## src/rtl/third_task_pkg.sv

```systemverilog
// Shared constants, state encoding and helpers for the third_task operand scheduler.
package third_task_pkg;

    localparam int OP_W       = 8;   // operand width driven to the datapath
    localparam int RES_W      = 17;  // datapath result width
    localparam int ACC_W      = 25;  // RES_W + OP_W: a full 256-operand sweep cannot overflow
    localparam int HOLD_DEF   = 2;   // default settle cycles per operand
    localparam int HOLD_CNT_W = 4;   // wide enough for HOLD up to 15

    typedef enum logic [1:0] {
        IDLE  = 2'd0,
        DRIVE = 2'd1,
        OUT   = 2'd2,
        DONE  = 2'd3
    } state_e;

    // Unsigned widening of a datapath result into the accumulator width.
    function automatic logic [ACC_W-1:0] zext_res(input logic [RES_W-1:0] d);
        return {{(ACC_W-RES_W){1'b0}}, d};
    endfunction

endpackage

```

## src/rtl/third_task_seq_if.sv

```systemverilog
// Control, datapath and result-stream signals of the third_task operand scheduler.
interface third_task_seq_if;
    import third_task_pkg::*;

    logic             start;
    logic [OP_W-1:0]  first;
    logic [OP_W-1:0]  last;
    logic [OP_W-1:0]  membr_1;
    logic [RES_W-1:0] y_all;
    logic             res_valid;
    logic             res_ready;
    logic [RES_W-1:0] res_data;
    logic [OP_W-1:0]  res_op;
    logic [ACC_W-1:0] acc;
    logic             busy;
    logic             done;
    logic             err;

    // Controller / datapath side: drives the request, the datapath result and the ready.
    modport master (
        output start, first, last, y_all, res_ready,
        input  membr_1, res_valid, res_data, res_op, acc, busy, done, err
    );

    // Scheduler side.
    modport slave (
        input  start, first, last, y_all, res_ready,
        output membr_1, res_valid, res_data, res_op, acc, busy, done, err
    );

endinterface

```

## src/rtl/third_task_res_reg.sv

```systemverilog
// Result holding register: captures one datapath sample and presents it on a
// valid/ready stream. Valid rises one cycle after the capture and falls the
// cycle after the handshake, so there is never a back-to-back valid.
module third_task_res_reg
    import third_task_pkg::*;
(
    input  logic             clk,
    input  logic             rst_n,
    input  logic             i_load,
    input  logic [RES_W-1:0] i_y_all,
    input  logic [OP_W-1:0]  i_op,
    input  logic             i_ready,
    output logic             o_valid,
    output logic [RES_W-1:0] o_data,
    output logic [OP_W-1:0]  o_op,
    output logic             o_hs
);

    logic             r_pend;
    logic             r_valid;
    logic [RES_W-1:0] r_data;
    logic [OP_W-1:0]  r_op;

    // Capture the sample on load, then raise valid one cycle later until accepted.
    always_ff @(posedge clk) begin
        if (!rst_n) begin
            r_pend  <= 1'b0;
            r_valid <= 1'b0;
            r_data  <= {RES_W{1'b0}};
            r_op    <= {OP_W{1'b0}};
        end else begin
            r_pend <= i_load;
            if (i_load) begin
                r_data <= i_y_all;
                r_op   <= i_op;
            end
            if (r_valid && i_ready) begin
                r_valid <= 1'b0;
            end else if (r_pend) begin
                r_valid <= 1'b1;
            end
        end
    end

    assign o_valid = r_valid;
    assign o_data  = r_data;
    assign o_op    = r_op;
    assign o_hs    = r_valid & i_ready;

endmodule

```

## src/rtl/third_task_seq.sv

```systemverilog
// Operand scheduler for the combinational third_task datapath: walks membr_1
// over [first, last], lets each operand settle for HOLD cycles, streams the
// sampled result out and keeps a running sum of accepted results.
module third_task_seq
    import third_task_pkg::*;
#(
    parameter int HOLD = HOLD_DEF   // legal range 1..15
) (
    input logic             clk,
    input logic             rst_n,
    third_task_seq_if.slave bus
);

    localparam logic [HOLD_CNT_W-1:0] L_CNT_LAST = HOLD_CNT_W'(HOLD - 1);
    localparam logic [HOLD_CNT_W-1:0] L_CNT_ONE  = HOLD_CNT_W'(1);
    localparam logic [OP_W-1:0]       L_OP_ONE   = OP_W'(1);

    state_e                r_state;
    state_e                w_next_state;
    logic [HOLD_CNT_W-1:0] r_cnt;
    logic [HOLD_CNT_W-1:0] w_cnt_nxt;
    logic [OP_W-1:0]       r_membr;
    logic [OP_W-1:0]       w_membr_nxt;
    logic [OP_W-1:0]       r_last;
    logic [OP_W-1:0]       w_last_nxt;
    logic [ACC_W-1:0]      r_acc;
    logic [ACC_W-1:0]      w_acc_nxt;
    logic                  r_err;
    logic                  w_err_nxt;
    logic                  r_busy;
    logic                  r_done;
    logic                  w_load;
    logic                  w_hs;
    logic                  w_res_valid;
    logic [RES_W-1:0]      w_res_data;
    logic [OP_W-1:0]       w_res_op;

    // State register.
    always_ff @(posedge clk) begin
        if (!rst_n) begin
            r_state <= IDLE;
        end else begin
            r_state <= w_next_state;
        end
    end

    // Next-state and next-value logic for the sweep counters and accumulator.
    always_comb begin
        w_next_state = r_state;
        w_cnt_nxt    = r_cnt;
        w_membr_nxt  = r_membr;
        w_last_nxt   = r_last;
        w_acc_nxt    = r_acc;
        w_err_nxt    = r_err;
        w_load       = 1'b0;
        case (r_state)
            IDLE: begin
                if (bus.start) begin
                    w_last_nxt = bus.last;
                    w_acc_nxt  = {ACC_W{1'b0}};
                    w_cnt_nxt  = {HOLD_CNT_W{1'b0}};
                    if (bus.first > bus.last) begin
                        w_err_nxt    = 1'b1;
                        w_next_state = DONE;
                    end else begin
                        w_err_nxt    = 1'b0;
                        w_membr_nxt  = bus.first;
                        w_next_state = DRIVE;
                    end
                end else begin
                    w_next_state = IDLE;
                end
            end
            DRIVE: begin
                if (r_cnt == L_CNT_LAST) begin
                    w_load       = 1'b1;
                    w_cnt_nxt    = {HOLD_CNT_W{1'b0}};
                    w_next_state = OUT;
                end else begin
                    w_cnt_nxt = r_cnt + L_CNT_ONE;
                end
            end
            OUT: begin
                if (w_hs) begin
                    w_acc_nxt = r_acc + zext_res(w_res_data);
                    // Compare before incrementing so last = max never wraps membr_1.
                    if (w_res_op == r_last) begin
                        w_next_state = DONE;
                    end else begin
                        w_membr_nxt  = r_membr + L_OP_ONE;
                        w_next_state = DRIVE;
                    end
                end else begin
                    w_next_state = OUT;
                end
            end
            DONE: begin
                w_next_state = IDLE;
            end
            default: begin
                w_next_state = IDLE;
            end
        endcase
    end

    // Registered sweep state and status outputs.
    always_ff @(posedge clk) begin
        if (!rst_n) begin
            r_cnt   <= {HOLD_CNT_W{1'b0}};
            r_membr <= {OP_W{1'b0}};
            r_last  <= {OP_W{1'b0}};
            r_acc   <= {ACC_W{1'b0}};
            r_err   <= 1'b0;
            r_busy  <= 1'b0;
            r_done  <= 1'b0;
        end else begin
            r_cnt   <= w_cnt_nxt;
            r_membr <= w_membr_nxt;
            r_last  <= w_last_nxt;
            r_acc   <= w_acc_nxt;
            r_err   <= w_err_nxt;
            r_busy  <= (w_next_state == DRIVE) || (w_next_state == OUT);
            r_done  <= (w_next_state == DONE);
        end
    end

    third_task_res_reg u_res_reg (
        .clk     (clk),
        .rst_n   (rst_n),
        .i_load  (w_load),
        .i_y_all (bus.y_all),
        .i_op    (r_membr),
        .i_ready (bus.res_ready),
        .o_valid (w_res_valid),
        .o_data  (w_res_data),
        .o_op    (w_res_op),
        .o_hs    (w_hs)
    );

    assign bus.membr_1   = r_membr;
    assign bus.res_valid = w_res_valid;
    assign bus.res_data  = w_res_data;
    assign bus.res_op    = w_res_op;
    assign bus.acc       = r_acc;
    assign bus.busy      = r_busy;
    assign bus.done      = r_done;
    assign bus.err       = r_err;

endmodule

```

## src/flat_wrapper.sv

```systemverilog
// flat-port wrapper written by rule: the top's interface ports become plain ports
module third_task_seq_flat import third_task_pkg::*;
#(
    parameter int HOLD = HOLD_DEF                       
)
  (clk, rst_n, bus_start, bus_first, bus_last, bus_y_all, bus_res_ready, bus_membr_1, bus_res_valid, bus_res_data, bus_res_op, bus_acc, bus_busy, bus_done, bus_err);
  third_task_seq_if bus_i ();
  input logic clk;
  input logic rst_n;
  input wire logic [$bits(bus_i.start)-1:0] bus_start;
  input wire logic [$bits(bus_i.first)-1:0] bus_first;
  input wire logic [$bits(bus_i.last)-1:0] bus_last;
  input wire logic [$bits(bus_i.y_all)-1:0] bus_y_all;
  input wire logic [$bits(bus_i.res_ready)-1:0] bus_res_ready;
  output wire logic [$bits(bus_i.membr_1)-1:0] bus_membr_1;
  output wire logic [$bits(bus_i.res_valid)-1:0] bus_res_valid;
  output wire logic [$bits(bus_i.res_data)-1:0] bus_res_data;
  output wire logic [$bits(bus_i.res_op)-1:0] bus_res_op;
  output wire logic [$bits(bus_i.acc)-1:0] bus_acc;
  output wire logic [$bits(bus_i.busy)-1:0] bus_busy;
  output wire logic [$bits(bus_i.done)-1:0] bus_done;
  output wire logic [$bits(bus_i.err)-1:0] bus_err;
  assign bus_i.start = bus_start;
  assign bus_i.first = bus_first;
  assign bus_i.last = bus_last;
  assign bus_i.y_all = bus_y_all;
  assign bus_i.res_ready = bus_res_ready;
  assign bus_membr_1 = bus_i.membr_1;
  assign bus_res_valid = bus_i.res_valid;
  assign bus_res_data = bus_i.res_data;
  assign bus_res_op = bus_i.res_op;
  assign bus_acc = bus_i.acc;
  assign bus_busy = bus_i.busy;
  assign bus_done = bus_i.done;
  assign bus_err = bus_i.err;
  third_task_seq #(.HOLD(HOLD)) u_core (.clk(clk), .rst_n(rst_n), .bus(bus_i));
endmodule
```

## config.mk

```make
export PLATFORM = sky130hd
export DESIGN_NAME = third_task_seq_flat
export DESIGN_NICKNAME = d
export VERILOG_FILES = /design/src/rtl/third_task_pkg.sv /design/src/rtl/third_task_seq_if.sv /design/src/rtl/third_task_res_reg.sv /design/src/rtl/third_task_seq.sv /design/src/flat_wrapper.sv
export SDC_FILE = /design/constraint.sdc
export NUM_CORES = 1
export LEC_CHECK = 0
export BUFFER_PORTS_ARGS = -buffer_cell sky130_fd_sc_hd__buf_2
export CAP_MARGIN = 20
export CORE_MARGIN = 2
export CORE_UTILIZATION = 55
export DETAILED_ROUTE_END_ITERATION = 10
export PLACE_DENSITY = 0.81
export SLEW_MARGIN = 20
export SYNTH_ARGS = -nofsm -noshare
export SYNTH_HDL_FRONTEND = slang
export SYNTH_HIERARCHICAL = 1
export SYNTH_SLANG_ARGS = --single-unit
```

## constraint.sdc

```tcl
create_clock -name clk -period 2.5 [get_ports clk]
set_clock_uncertainty 0.05 [all_clocks]
set_input_delay 0.125 -clock clk [delete_from_list [all_inputs] [get_ports clk]]
set_output_delay 0.125 -clock clk [all_outputs]
set_load 0.05 [all_outputs]
```

* Word level (Yosys, flattened, before mapping)
Cells that the tools add are included.
** Cells by class
- Add/sub/neg operators :: 3
- $lt $le $gt $ge :: 1
- Equality and inequality tests :: 12
- Mux-type cells :: 20
- Bitwise logic cells :: 2
- Reductions and logical operators :: 10
** Operators by type and width (number)
- $mux 25 :: 2
- $pmux 25 s2 :: 1
- $mux 8 :: 4
- $add 25x17->25 :: 1
- $pmux 8 s2 :: 1
- $mux 2 :: 5
- $add 8x1->8 const B :: 1
- $eq 2x2->1 const B :: 4
- $eq 8x8->1 :: 1
- $gt 8x8->1 :: 1
- $mux 4 :: 2
- $ne 2x2->1 const B :: 4
- $pmux 2 s4 :: 1
- $pmux 4 s2 :: 1
- $reduce_and 5->1 :: 1
- $add 4x1->4 const B :: 1
- $eq 2x1->1 const B :: 2
- $eq 4x1->1 const B :: 1
- $reduce_and 2->1 :: 2
- $reduce_bool 2->1 :: 2
- $mux 1 :: 3
- $reduce_and 3->1 :: 1
- $logic_not 2->1 :: 1
- $reduce_or 2->1 :: 1
- 4 further kinds :: 4
** Storage, ports and cells
- Bits in registers :: 77
- Input port bits :: 37
- Output and inout port bits :: 62
- Logic and storage cells :: 60

* Depth between registers and ports, before layout
- Depth after elaboration :: 6
- Mapped depth :: 9
- Depth with buffers taken out :: 9

* Cells and area by module
The synthesis kept the hierarchy.
** By module, submodules not included
- third_task_seq :: times used 1, cells an instance 416, area an instance 3378.2 um2, seq. area each 1001.0 um2
- third_task_res_reg :: times used 1, cells an instance 86, area an instance 1027.2 um2, seq. area each 540.5 um2

* Least setup slack after synthesis
OpenSTA, ideal clock, no wires.
- Path type :: flip-flop to flip-flop
- Start :: register u_core.r_acc[0] (netlist: u_core/bus.acc[0])
- End :: register u_core.r_acc[20] (netlist: u_core/bus.acc[20])
- Setup time :: 0.070 ns
- Data arrival time :: 2.411 ns
- Data required time :: 2.380 ns
- Setup slack :: -0.031 ns
- Cell stages (with the launch flop) :: 10
- Path buffers :: 0
- Period minus slack after synthesis :: 2.531 ns
- Cell sequence :: dfxtp_1 -> ha_1 -> inv_1 -> fa_1 -> nand2b_1 -> a21oi_1 -> a21bo_2 -> a221oi_2 -> or3_1 -> a21oi_1
** Between the ends
- Word-level cells in the longest chain between the ends :: 3
** Ends and longest elaborated chain
- start, declared :: RTL line third_task_seq.sv:26 : logic [ACC_W-1:0] r_acc;
- start signal, assigned :: RTL line third_task_seq.sv:112 : r_acc <= {ACC_W{1'b0}};
- start signal, assigned :: RTL line third_task_seq.sv:120 : r_acc <= w_acc_nxt;
- $add 25x17->25 :: RTL line third_task_seq.sv:85 : w_acc_nxt = r_acc + zext_res(w_res_data);
- $mux 25 :: RTL line third_task_seq.sv:84 : if (w_hs) begin
- $pmux 25 s2 :: RTL line third_task_seq.sv:56 : case (r_state)
No other way between the ends. The select of a mux whose other input is x is not followed.
A chain may end at the register's enable or synchronous reset.

* Final worst setup path
- Start :: register u_core.u_res_reg.r_data[9] (netlist: u_core/u_res_reg/o_data[9])
- End :: register u_core.r_acc[18] (netlist: u_core/bus.acc[18])
** Between the ends
- Word-level cells in the longest chain between the ends :: 3
** Ends and longest elaborated chain
- start, declared :: RTL line third_task_res_reg.sv:21 : logic [RES_W-1:0] r_data;
- start signal, assigned :: RTL line third_task_res_reg.sv:29 : r_data <= {RES_W{1'b0}};
- start signal, assigned :: RTL line third_task_res_reg.sv:34 : r_data <= i_y_all;
- $add 25x17->25 :: RTL line third_task_seq.sv:85
- $mux 25 :: RTL line third_task_seq.sv:84
- $pmux 25 s2 :: RTL line third_task_seq.sv:56
No other way between the ends. The select of a mux whose other input is x is not followed.

==> impl_metrics.yaml <==
pwr:
  comb_power_share_pct: 16.3
  p_per_area_nw_per_um2: 512
  leakage_nw: 2.44
  power.internal_mw: 1.95
  p_clk_share_pct: 36.0
  pwr-share-seq_pct: 47.7
  peakVddDrop_mv: 0.403
  p_sw_uw: 785
  switching_share_pct: 28.6
sta:
  maxSlewViolCount: 0
  rsz0062_at_grt: "no"
  fin_crit_sh_pct: 92.5
  worst-slew-pin-transition_ps: 589
  setup_viol: 0
  hold_violations: 0
  post-route-min-period_ps: 2310
  setup_ws_ps: 186
  fin_setup_tns_ps: 0
  slew_headroom_pct: 60.4
  fmax_mhz: 432
placement:
  placed_area_um2: 4950
  dp_hpwl_um: 7890
  placed_cells: 692
  port_buffers: 98
  gp_congestion: 0.912
  pre_cts_slack_ps: 225
layout:
  final_nets: 687
  drive_gt1_share_pct: 22.6
  area_growth_pct: 21.4
  multiInputGateArea_um2: 2660
  seq_area_um2: 1540
  instances_no_fill: 727
  post-route-util_pct: 69.2
  antenna_cells: 0
  design_area_um2: 5350
  fillers: 628
synthesis:
  async_reset_ff_share_pct: 0
  synth.area.top_cells: "dfxtp_1 35%, ha_1 8.2%, mux2i_1 7.3%"
  netlist_instances: 502
  synth.avg_cell_area_um2: 8.78
  synth_top_area_share_pct: 35.0
  synth_largest_area_cell: "dfxtp_1"
  yosysWarnings: 6
  synth_edf_count: 0
  syn_nets: 569
  synth_common_cells: "77 x dfxtp_1, 62 x nand2_1, 32 x mux2i_1, 32 x nor2b_1"
  yosysMostFrequentCell: "dfxtp_1"
  ys_types: 57
  yosys_register_bits: 77
  syn_area_um2: 4410
  synthFlopType: "dfxtp_1"
  ys_seq_area_share_pct: 35.0
die:
  initial_core_util_pct: 57.0
  top_level_ports: 99
  coreArea_um2: 7730
  num_rows: 32
  dieWidth_um: 93.5
  die_y_um: 93.5
  die-area_um2: 8740
critical_path:
  cp-end-kind: "flop"
  crit_chain: "ha_1 > and4_1 > a2bb2oi_1 > a21bo_2 > a221oi_2 > o21ai_0 > a21oi_1"
  crit_type: "flop to flop"
  cpPeakStageDelay_ps: 470
  worstPathMaxFanout: 8
  worstPathRequired_ps: 2740
  cp_slowest_cell: "a221oi_2"
  crit_arrival_ps: 2560
  cp-start-kind: "flop"
clocking:
  ctsLongestPathBuffers: 2
  cts_buffers: 9
  postCtsSetupRepairBufs: 0
  clkTransAtPathRegs_ps: 90
  hold_buffers: 19
  ctsRootBufferMaster: "clkbuf_8"
  cts_resized: 0
  insertion_delay_ps: 360
  clock_sinks: 77
  htree_levels: 3
  cts_tree: "yes"
routing:
  antenna_left: 0
  wirelength_um: 10900
  via_per_inst: 5.58
  drtIter0Drc: 171
  wl_per_cell_um: 14.9
  vias: 4057
  drt_pass1_iterations: 4
  drc_errors: 0
global_route:
  antenna_found_initial: 0
  overflow: 0
  grtUsageTotal_pct: 25.2
  grt_pass1_wl_um: 17400
  grt_max_degree: 38
  grt_pass1_vias: 3796
min_path:
  hp-class: "input pin to flop"
job:
  cap_viol_max_count: 0
status:
  status: "completed"
-- path summary, 6_finish.rpt --
path	start	endpoint	slack (ps)	cells past startpoint
worst max-delay path	u_core/u_res_reg/o_data[9]	u_core/bus.acc[18]	190	7
worst min-delay path	bus_y_all[12]	u_core/u_res_reg/o_data[12]	2	3
worst max register to register	u_core/u_res_reg/o_data[9]	u_core/bus.acc[18]	190	7
worst min register to register	u_core/r_last[1]	u_core/r_last[1]	430	2
-- layer usage --
| layer | up-vias | global-route usage, % | wire, µm |
|---|---|---|---|
| li1 | 2005 | - | - |
| met1 | 1882 | 29.4 | 4510 |
| met2 | 150 | 45.3 | 5460 |
| met3 | 20 | 4.83 | 655 |
| met4 | 0 | 9.80 | 234 |
| met5 | - | 0 | 0 |
-- cell usage in the layout (no fill, tap or decap), types with 6 or more instances in the layout --
cell,instances
o21a_1,8
inv_1,19
nor3_1,12
ha_1,29
and2_1,11
buf_4,8
nand2_1,62
nand2b_1,9
buf_2,98
a21o_1,6
clkbuf_8,11
o21ai_0,24
nand3_1,13
a21oi_1,29
mux2i_1,32
nor2_1,21
dlygate4sd3_1,19
xor2_1,17
nor2b_1,32
a21boi_0,14
dfxtp_1,75
-- per-stage QoR --
step | total power [mW] | hold WS (ps)
3_3_place_gp | 1.74 | 333
5_1_grt | 2.85 | 10.3
2_1_floorplan | 1.63 | 203
6_report | 2.74 | 2.31
3_5_place_dp | 1.75 | 343
4_1_cts | 2.75 | 0.0539
-- area by class of cell --
cell class                      instances  area share [%]
Clock inverter                          4           0.982
Multi-Input combinational cell        388            49.7
Tap cell                              102            2.39
Sequential cell                        77            28.9
Inverter                               19            1.33
Clock buffer                           12            2.90
Timing Repair Buffer                  125            13.8
-- flip-flops by register name (all words and copies together), names as in the netlist --
signal                    cells
u_core/u_res_reg/o_valid      1
u_core/u_res_reg/o_op         8
u_core/bus.membr_1            8
u_core/r_last                 8
u_core/u_res_reg/o_data      17
u_core/r_cnt                  4
u_core/bus.err                1
u_core/bus.busy               1
u_core/bus.done               1
u_core/u_res_reg/r_pend       1
u_core/r_state                2
u_core/bus.acc               25
-- logic make-up after synthesis --
group,synth area share [%]
compound gates,17.8
mux,7.27
fa+ha+maj,8.69
simple gates,22.2
xor+xnor,4.37
flops,35.0
buf+inv,4.69
-- power groups by stage --
stage	registers, mW	clock network [mW]	logic, mW
3_5_place_dp	1.33	0	0.417
6_report	1.31	0.987	0.446
4_1_cts	1.31	1.00	0.442
3_3_place_gp	1.33	0	0.407
5_1_grt	1.31	1.06	0.482
2_1_floorplan	1.41	0	0.219
-- worst max-delay path, delay by kind of cell, from the launching register on --
family | cells | cell delay (ps)
AO/OA/AOI/OAI | 5 | 1180
flip-flops | 1 | 340
adder cells (fa/ha/maj) | 1 | 370
AND/OR/NAND/NOR | 1 | 320
(Power assumes the default switching activity.)
